[config.mk]
export PLATFORM = sky130hd
export DESIGN_NAME = gate_array_unit
export DESIGN_NICKNAME = d
export VERILOG_FILES = /design/src/rtl/gate_pkg.sv /design/src/rtl/gate_array_unit_reduce.sv /design/src/rtl/gate_array_unit.sv
export SDC_FILE = /design/constraint.sdc
export NUM_CORES = 1
export LEC_CHECK = 0
export ABC_AREA = 1
export BUFFER_PORTS_ARGS = -buffer_cell sky130_fd_sc_hd__buf_2
export CORE_ASPECT_RATIO = 0.9
export CORE_MARGIN = 3
export CORE_UTILIZATION = 54
export DETAILED_ROUTE_END_ITERATION = 6
export GPL_ROUTABILITY_DRIVEN = 0
export PLACE_DENSITY = 0.8
export RECOVER_POWER = 100
export SLEW_MARGIN = 20
export SYNTH_ARGS = -nofsm -noshare
export SYNTH_HDL_FRONTEND = slang
export SYNTH_HIERARCHICAL = 1
export SYNTH_SLANG_ARGS = --single-unit
[constraint.sdc]
create_clock -name clk -period 3.7 [get_ports clk]
set_input_delay 0.37 -clock clk [delete_from_list [all_inputs] [get_ports clk]]
set_output_delay 0.37 -clock clk [all_outputs]
set_load 0.01 [all_outputs]
[src/rtl/gate_pkg.sv]
// Shared gate-mode encoding and the per-bit pairwise fold used by gate_reduce.
package gate_pkg;

  localparam logic [2:0] MODE_AND  = 3'd0;
  localparam logic [2:0] MODE_OR   = 3'd1;
  localparam logic [2:0] MODE_XOR  = 3'd2;
  localparam logic [2:0] MODE_NAND = 3'd3;
  localparam logic [2:0] MODE_NOR  = 3'd4;
  localparam logic [2:0] MODE_XNOR = 3'd5;
  localparam logic [2:0] MODE_NOT  = 3'd6;
  localparam logic [2:0] MODE_PASS = 3'd7;

  // Inverting modes fold with their base operator; the inversion is applied once
  // after the fold, otherwise NAND of three operands would not be ~(a&b&c).
  function automatic logic gate_eval(input logic [2:0] mode, input logic a, input logic b);
    case (mode)
      MODE_AND, MODE_NAND: return a & b;
      MODE_OR,  MODE_NOR:  return a | b;
      MODE_XOR, MODE_XNOR: return a ^ b;
      default:             return a;
    endcase
  endfunction

  function automatic logic gate_is_inverting(input logic [2:0] mode);
    return (mode == MODE_NAND) || (mode == MODE_NOR) ||
           (mode == MODE_XNOR) || (mode == MODE_NOT);
  endfunction

endpackage

[src/rtl/gate_array_unit_reduce.sv]
// Combinational bitwise fold of NUM_IN operands under the selected gate mode.
module gate_reduce
  import gate_pkg::*;
#(
  parameter int WIDTH  = 8,
  parameter int NUM_IN = 2
) (
  input  logic [2:0]              mode,
  input  logic [NUM_IN*WIDTH-1:0] in_data,
  output logic [WIDTH-1:0]        result
);

  logic bit_acc;

  // NOTE: every variable written here gets a default first so no path leaves it
  // unassigned, which would otherwise infer a latch.
  always_comb begin
    result  = '0;
    bit_acc = 1'b0;
    for (int i = 0; i < WIDTH; i++) begin
      bit_acc = in_data[i];
      for (int k = 1; k < NUM_IN; k++) begin
        bit_acc = gate_eval(mode, bit_acc, in_data[k*WIDTH + i]);
      end
      result[i] = gate_is_inverting(mode) ? ~bit_acc : bit_acc;
    end
  end

endmodule

[src/rtl/gate_array_unit.sv]
// Registered NUM_IN-operand gate with valid/ready handshake and saturating accept counter.
// Optional out_parity port enabled by defining GATE_ARRAY_PARITY_EN.
module gate_array_unit
  import gate_pkg::*;
#(
  parameter int WIDTH  = 8,
  parameter int NUM_IN = 2,
  parameter int CNT_W  = 16
) (
  input  logic                    clk,
  input  logic                    rst_n,
  input  logic                    in_valid,
  output logic                    in_ready,
  input  logic [2:0]              mode,
  input  logic [NUM_IN*WIDTH-1:0] in_data,
  output logic                    out_valid,
  input  logic                    out_ready,
  output logic [WIDTH-1:0]        out_data,
  output logic                    out_any,
  output logic                    out_all,
`ifdef GATE_ARRAY_PARITY_EN
  output logic                    out_parity,
`endif
  output logic [CNT_W-1:0]        txn_count
);

  logic [WIDTH-1:0] result;
  logic             accept;

  gate_reduce #(
    .WIDTH  (WIDTH),
    .NUM_IN (NUM_IN)
  ) u_reduce (
    .mode    (mode),
    .in_data (in_data),
    .result  (result)
  );

  // Draining and refilling in the same cycle keeps full throughput bubble-free.
  assign in_ready = !out_valid || out_ready;
  assign accept   = in_valid && in_ready;

  // NOTE: sequential state uses non-blocking assignments so every register
  // samples pre-edge values regardless of statement order.
  always_ff @(posedge clk) begin
    if (!rst_n) begin
      out_valid  <= 1'b0;
      out_data   <= '0;
      out_any    <= 1'b0;
      out_all    <= 1'b0;
`ifdef GATE_ARRAY_PARITY_EN
      out_parity <= 1'b0;
`endif
    end else if (accept) begin
      out_valid  <= 1'b1;
      out_data   <= result;
      out_any    <= |result;
      out_all    <= &result;
`ifdef GATE_ARRAY_PARITY_EN
      out_parity <= ^result;
`endif
    end else if (out_ready) begin
      out_valid  <= 1'b0;
    end
  end

  always_ff @(posedge clk) begin
    if (!rst_n) begin
      txn_count <= '0;
    end else if (accept && (txn_count != '1)) begin
      txn_count <= txn_count + CNT_W'(1);
    end
  end

endmodule

Word-level counts from Yosys, hierarchy flattened
Index checks and enable logic that the tools add are counted.
Widths: inputs -> output; s select.

storage, ports and cells
  bits in registers = 27
  input port bits = 23
  output and inout port bits = 28
  word-level logic and storage cells = 77

operators by class
  mux-type cells = 18
  add/sub/neg operators = 1
  reduce and logical (&&, ||, !) cells = 14
  equality and inequality tests = 7
  bitwise operators = 32

operators with widths
  cell                   number
  $pmux 1 s3             8
  $add 16x1->16 const B  1
  $ne 16x16->1 const B   1
  $mux 1                 10
  $eq 3x3->1 const B     3
  $and 1x1->1            8
  $not 1->1              8
  $or 1x1->1             8
  $reduce_and 8->1       1
  $reduce_or 8->1        1
  $xor 1x1->1            8
  $eq 3x2->1 const B     2
  $reduce_or 2->1        3
  $logic_or 1x1->1       4
  $eq 3x1->1 const B     1
  $logic_not 3->1        1
  $logic_and 1x1->1      2
  $reduce_bool 2->1      1
  $logic_not 1->1        1

Depth between registers and ports, before layout
Gate-level depths: netlist of the first run.

  depth after elaboration = 6
  mapped depth = 12
  gate-level depth less buffers = 12

Modules after synthesis
The synthesis of the first run kept the hierarchy.

by module, submodules not included
  module           times used  area each (sq um)  cells an instance  sequential area each (sq um)
  gate_array_unit  1           1350.0             193                540.5
  gate_reduce      1           790.8              147                0.0

Worst setup path before layout of the first run
OpenSTA, ideal clock, no wires.

  path kind = input port to flip-flop
  start = in mode[2]
  end = reg out_all
  data required time = 3630 ps
  buffers on the path = 1
  data arrival time = 1546 ps
  library setup time = 70 ps
  stages = 12
  slack = 2084 ps
  cell sequence = buf_2 -> nand2_1 -> nand2_1 -> nand2_1 -> nand2_1 -> nor2_1 -> nand3_1 -> nand2_1 -> inv_1 -> nor4_1 -> nand2_1 -> a21oi_1

on the way
  longest elaborated chain between the ends = 6
  elaborated cells between the ends (all ways) = 38
  classes of those cells = eq/ne: 6; mux: 16; bitwise: 8; reduce/logical: 8

ends and longest elaborated chain
  item                                                        line                                          RTL
  start: declaration                                          gate_array_unit.sv:14                         input logic [2:0] mode,
  $eq 3x2->1 (tied with other cells)                          gate_pkg.sv:16                                case (mode)
  $reduce_or 2->1 / $logic_or 1x1->1 (equally long branches)  gate_pkg.sv:16, gate_pkg.sv:25
  $pmux 1 s3 / $logic_or 1x1->1 (equally long branches)       gate_pkg.sv:16, gate_pkg.sv:25
  $not 1->1 / $logic_or 1x1->1 (equally long branches)        gate_array_unit_reduce.sv:25, gate_pkg.sv:26
  $mux 1 (*)                                                  gate_array_unit_reduce.sv:25                  result[i] = gate_is_inverting(mode) ? ~bit_acc : bit_acc;
  via result[1]                                               gate_array_unit.sv:27                         logic [WIDTH-1:0] result;
  $reduce_and 8->1 (*)                                        gate_array_unit.sv:58                         out_all <= &result;
  end signal: assignment                                      gate_array_unit.sv:58
  end: declaration                                            gate_array_unit.sv:20                         output logic out_all,

Mark *: on every way through the listed nets, which the timed path passes. The rest lies on a longest branch.
A chain may end at the register's enable or synchronous reset.

Worst setup path in the final report of the first run
Same ends and word-level chain as after synthesis.

==> results of run 1 <==
## worst max-delay path, delay by kind of cell
family | cells | cell delay (ns)
simple gates | 9 | 1.10
compound gates | 1 | 0.12
buf+inv | 3 | 0.62
## flip-flops by register name, indices dropped and copies added, names as in the netlist
signal,count
out_all,1
out_any,1
out_data,8
out_valid,1
txn_count,16
## worst min path at each step
stage | start | to | slack, ns
global route | in_valid | out_valid | 0.45
CTS | out_ready | out_valid | 0.41
finish | in_valid | out_valid | 0.45
global placement | out_data[0] | out_data[0] | 0.45
detailed placement | out_data[0] | out_data[0] | 0.46
floorplan | out_all | out_all | 0.49
## cell usage in the layout, fill, tap and decap left out, types with 5 or more instances in the layout
master	n
o21ai_0	11
nand2_1	91
nand3_1	29
nand4_1	19
a21oi_1	17
ha_1	17
nand2_4	5
nor2_1	50
dfxtp_1	27
inv_1	47
buf_2	21
clkbuf_1	29
inv_2	5
## layer usage
metal,vias to the layer above,share of wire (%),global-route usage (%)
met1,998,52,33.0
li1,1194,-,-
met3,4,6.8,2.91
met4,0,0.36,5.30
met2,78,41,32.7
met5,-,0,0
## kinds of logic after synthesis
group | after synthesis
compound gates | 33
simple gates | 205
fa+ha+maj | 17
xor+xnor | 2
buf+inv | 56
flops | 27
## cell type report
class | instances | area (um^2)
Timing Repair Buffer | 50 | 214
Inverter | 52 | 195
Fill cell | 380 | 1360
Tap cell | 46 | 57.6
Clock inverter | 1 | 5.00
Clock buffer | 3 | 41.3
Sequential cell | 27 | 541
Multi-Input combinational cell | 257 | 1340
## stage by stage
| step | instance area (um^2) | setup WS [ns] | utilization [%] | total power [mW] | hold WS, ns |
|---|---|---|---|---|---|
| after floorplan | 2140 | 2.08 | - | 0.436 | 0.488 |
| after global placement | 2430 | 1.75 | 64.7 | 0.489 | 0.450 |
| after detailed placement | 2430 | 1.68 | 64.7 | 0.493 | 0.462 |
| after CTS | 2480 | 1.96 | 65.9 | 0.658 | 0.410 |
| after global routing | 2400 | 1.43 | 63.8 | 0.691 | 0.450 |
| final | 2400 | 1.69 | 63.8 | 0.648 | 0.448 |
## power by group through the flow
stage	sequential [mW]	clock, mW	combinational, mW
2_1_floorplan	0.322	0	0.114
3_3_place_gp	0.316	0	0.173
3_5_place_dp	0.317	0	0.176
4_1_cts	0.310	0.172	0.176
5_1_grt	0.312	0.183	0.196
6_report	0.310	0.167	0.171
==> metrics, run 1 <==
sequential fraction of the synthesis area=25.2%; RSZ-0062 raised after global routing=no; placed insts=roughly 430; Seq cells post-synth=27; Power Dens Cells=around 270 nW/um^2; Cell Int Power=0.437 mW; top_reg_cell synth=dfxtp_1; Slowest-stage cell, CP=clkbuf_1; number of synthesis warnings=6; Synth Instances=between 300 and 400; cell mode on critical path=nand2_1; initial cell density of the core=57.0%; HP Class=input port to flip-flop; area leader, netlist=dfxtp_1; CTS Buf Count=3; final hold viol count=0; Synth Area in Compound Gates=under 10%; XOR/XNOR Fraction of Synth Area=less than 1%; post-CTS sizing=0; CP required=about 3.9 ns; fmax=roughly 500 MHz; gr usage total=21.9%; setup bufs post-CTS=0; DRC viols=0; I/O Buffers=50; area delta synth->final=12.0%; Gate power share=26.4%; Crit path largest cell delay=0.36 ns; part of the power in registers=approximately 48%; clk sink count=27; Post-synth EDFFs=0; Post-Synth Adder-Cell Area=around a tenth; worst-path cell chain=clkbuf_1 -> inv_1 -> nand3_1 -> nand2_1 -> nand2_1 -> nand2_1 -> nor2_1 -> nand3_1 -> nand2_1 -> inv_1 -> nor4_1 -> nand2_1 -> a21oi_1; largest net degree at the start of global routing=21; Leak=approximately 1.2 nW; Critical R2R Launch=txn_count[0]; setup TNS=0 ns; vias after detailed routing=2274; final setup fails=0; Horiz. Die Dim=between 70 and 80 um; crit share post-route=between 50% and 60%; top post-synthesis cells by area=dfxtp_1 (25%), nand2_1 (16%), ha_1 (9.9%); share of the synthesized area in the top cell type=25.2%; NumNets Final=431; simple-gate share of the synthesized area=44.9%; crit end category=flip-flop; Antenna Nets Post-Route=0; hold path depth=3; post-synthesis mux area share=0%; syn_area_per_cell=around 6.3 um^2; vias per cell=roughly 5.2; Worst EP arrival=2.21 ns; distinct cell type count after synthesis=27; Pre-antenna DRT Iters=4; FF-to-FF End=txn_count[2]; NetSw=around 0.21 mW; fin. max-slew vios=0; reg2reg setup slack=1.75 ns; H-Tree Depth=1; crit path from=mode[2]; crit path to=out_all; Worst Clk Skew=~0.004 ns; clock share of power=between 20% and 30%; slew at the pin with the worst max-slew slack=0.759 ns; Overflow after GRT=0; non-filler cells, final=436; Clock Latency Late Sink=approximately 0.27 ns; Post-CTS Hold Buffers=0; Die H=65.7 um; Async SR Flop Fraction=0%; fraction of layout cells with a size suffix above 1=approximately 11%; CTS tree=built; Clock Path Buffers=2; relative slew slack=between 40% and 50%; Critical Path Fanout Max=11; 1st-iter DRT viols=151; Clk pin slew, worst setup/hold paths=about 0.090 ns; Core Region=approximately 3800 um^2; worst-case reg-to-reg path depth=8; vias in the first global route=2002; synthesized area=around 2100 um^2; outcome=finished clean; post-synth net total=380; top cells by count, synth=nand2_1 (90), inv_1 (47), nor2_1 (46); Total Wirelength=around 5 mm; fin crit period=around 2 ns; CTS root buffer=clkbuf_8; max-cap violation count=0; sw frac=32.6%; I/O Pins=51; global-route wire length before repair=around 8.6 mm; critical path launch point type=input port; dpl hpwl=around 4.1 mm; num rows=21; antenna cells=0; count leader, synth=nand2_1; routed length per placed instance=~11 um; main combinational cell family by area after synthesis=simple AND/OR/NAND/NOR gates; Max IR drop VDD=about 0.14 mV; worst setup path class=input port to flip-flop; initial antenna violation count=0; die area=~4800 um^2
Note: power is estimated with default switching activity, not from simulation.
==> inputs of run 2 (changes only) <==
CORE_UTILIZATION = 49   (was 54)
PLACE_DENSITY = 0.77   (was 0.8)
clock period = 1.8 ns   (was 3.7 ns; I/O delays follow)
==> run 2 against run 1 <==
Effect of this change: total power rose by 110%; wire length up 2.9%; sequential cell count unchanged; global-route usage is 1.5 points lower; utilization is 3.8 points lower; non-clock buffer count up 5; sequential power is 110% higher; largest power group unchanged; highest routed layer unchanged.
==> metrics, run 2 (same netlist as run 1, synthesis figures left out) <==
Clock Path Buffers=2; HP Class=input port to flip-flop; Clk pin slew, worst setup/hold paths=about 0.1 ns; Fillers=between 400 and 500; global-route wire length before repair=8.38 mm; NumNets Final=~440; post-CTS sizing=0; Power Dens Cells=about 550 nW/um^2; dpl hpwl=between 4 and 5 mm; hold path depth=3; Total Power=roughly 1.4 mW; Multi-input gate area=roughly 1400 um^2; largest net degree at the start of global routing=21; routed length per placed instance=about 12 um; worst setup path class=flip-flop to flip-flop; Total Wirelength=~5 mm; number of stages on the worst setup path=6; Slowest-stage cell, CP=dfxtp_1; Worst path top cell family by delay=simple AND/OR/NAND/NOR gates; H-Tree Depth=1; die area=between 5000 and 6000 um^2; fraction of layout cells with a size suffix above 1=between 10 and 15%; max-cap violation count=0; Regs by FF count=txn_count: 16 flops, out_data: 8 flops; gr usage total=between 20% and 30%; Post-CTS Hold Buffers=0; setup TNS=0 ns; final hold viol count=0; vias per cell=about 5.1; area delta synth->final=15.8%; CTS tree=built; Worst Clk Skew=around 0.016 ns; worst-path cell chain=ha_1 -> nand2_1 -> nor2_2 -> nand4_1 -> a21oi_1 -> nor2_1; critical path launch point type=flip-flop; Pre-antenna DRT Iters=4; Crit path largest cell delay=0.43 ns; Horiz. Die Dim=between 70 and 80 um; fin. max-slew vios=0; crit share post-route=about nine tenths; Overflow after GRT=0; final setup fails=0; antenna cells=0; Worst EP arrival=about 1.8 ns; outcome=finished clean; initial antenna violation count=0; CTS Buf Count=3; I/O Buffers=50; slew at the pin with the worst max-slew slack=approximately 0.33 ns; placed insts=approximately 440; non-filler cells, final=about 440; Max IR drop VDD=around 0.52 mV; register area=541 um^2; Core Region=approximately 4100 um^2; Die H=68.7 um; vias in the first global route=1895; relative slew slack=between 70% and 80%; CTS root buffer=clkbuf_8; clk sink count=27; reg2reg setup slack=~0.16 ns; 1st-iter DRT viols=~110; Antenna Nets Post-Route=0; worst-case reg-to-reg path depth=6; Leak=roughly 1.3 nW; fmax=608 MHz; I/O Pins=51; CP required=1.98 ns; most frequent cells in the layout=nand2_1 (91), inv_1 (47), nor2_1 (46), nand3_1 (29), clkbuf_1 (28); Buf+Inv Stages, Crit Path=0; fin crit period=1.64 ns; leading cell type in the layout, fill and taps excluded=nand2_1; Finished Cell Area=approximately 2500 um^2; vias after detailed routing=between 2000 and 2500; initial cell density of the core=approximately half; setup bufs post-CTS=0; num rows=22; WHS=0.271 ns; Placed Area=approximately 2500 um^2; number of flip-flops in the largest register=16; crit end category=flip-flop; RSZ-0062 raised after global routing=no; Biggest register=txn_count; DRC viols=0; Clock Latency Late Sink=roughly 0.27 ns; Critical Path Fanout Max=6
==> run 2: changes by cell type in the layout (fill, tap and decap cells not counted), moves of 2 or more <==
cell      change
nor2_1        -4
nor2_2        +2
clkbuf_4      +2
buf_2         +2
o21ai_0       -2
buf_4         +3
==> run 2: cell type report <==
type	count	area share [%]
multi-input cells	257	55.8
flip-flops and latches	27	21.8
repair buffers	55	10.2
inverters	52	7.87
well taps	48	2.42
clock buffers	4	1.82
==> run 2: per-stage QoR <==
stage / util [%] / setup WS [ns]
2_1_floorplan: - / 0.349
3_3_place_gp: 59.8 / 0.0837
3_5_place_dp: 59.8 / 0.0337
4_1_cts: 60.9 / 0.157
5_1_grt: 60.0 / 0.0110
6_report: 60.0 / 0.155
==> run 2: final timing paths <==
check,start,end
worst max-delay path,txn_count[0],txn_count[3]
worst min-delay path,in_valid,out_valid
worst max register to register,txn_count[0],txn_count[3]
worst min register to register,out_data[3],out_data[3]
==> run 2: power breakdown <==
part	internal, mW	switching [mW]	total [mW]	leakage [nW]
registers	0.622	0.0151	0.637	0.220
clock network	0.158	0.190	0.348	0.0228
logic	0.137	0.237	0.374	1.03
total	0.918	0.441	1.36	1.28
==> run 2: metal layers <==
layer	GRT usage [%]	wire length (um)
met1	30.6	2670
met2	30.7	2090
met3	3.19	344
met4	4.15	42
met5	0	0
==> run 2: worst min-delay path: stages <==
cell,delay [ns]
buf_2,0.11
nand2_4,0.11
a21oi_1,0.07
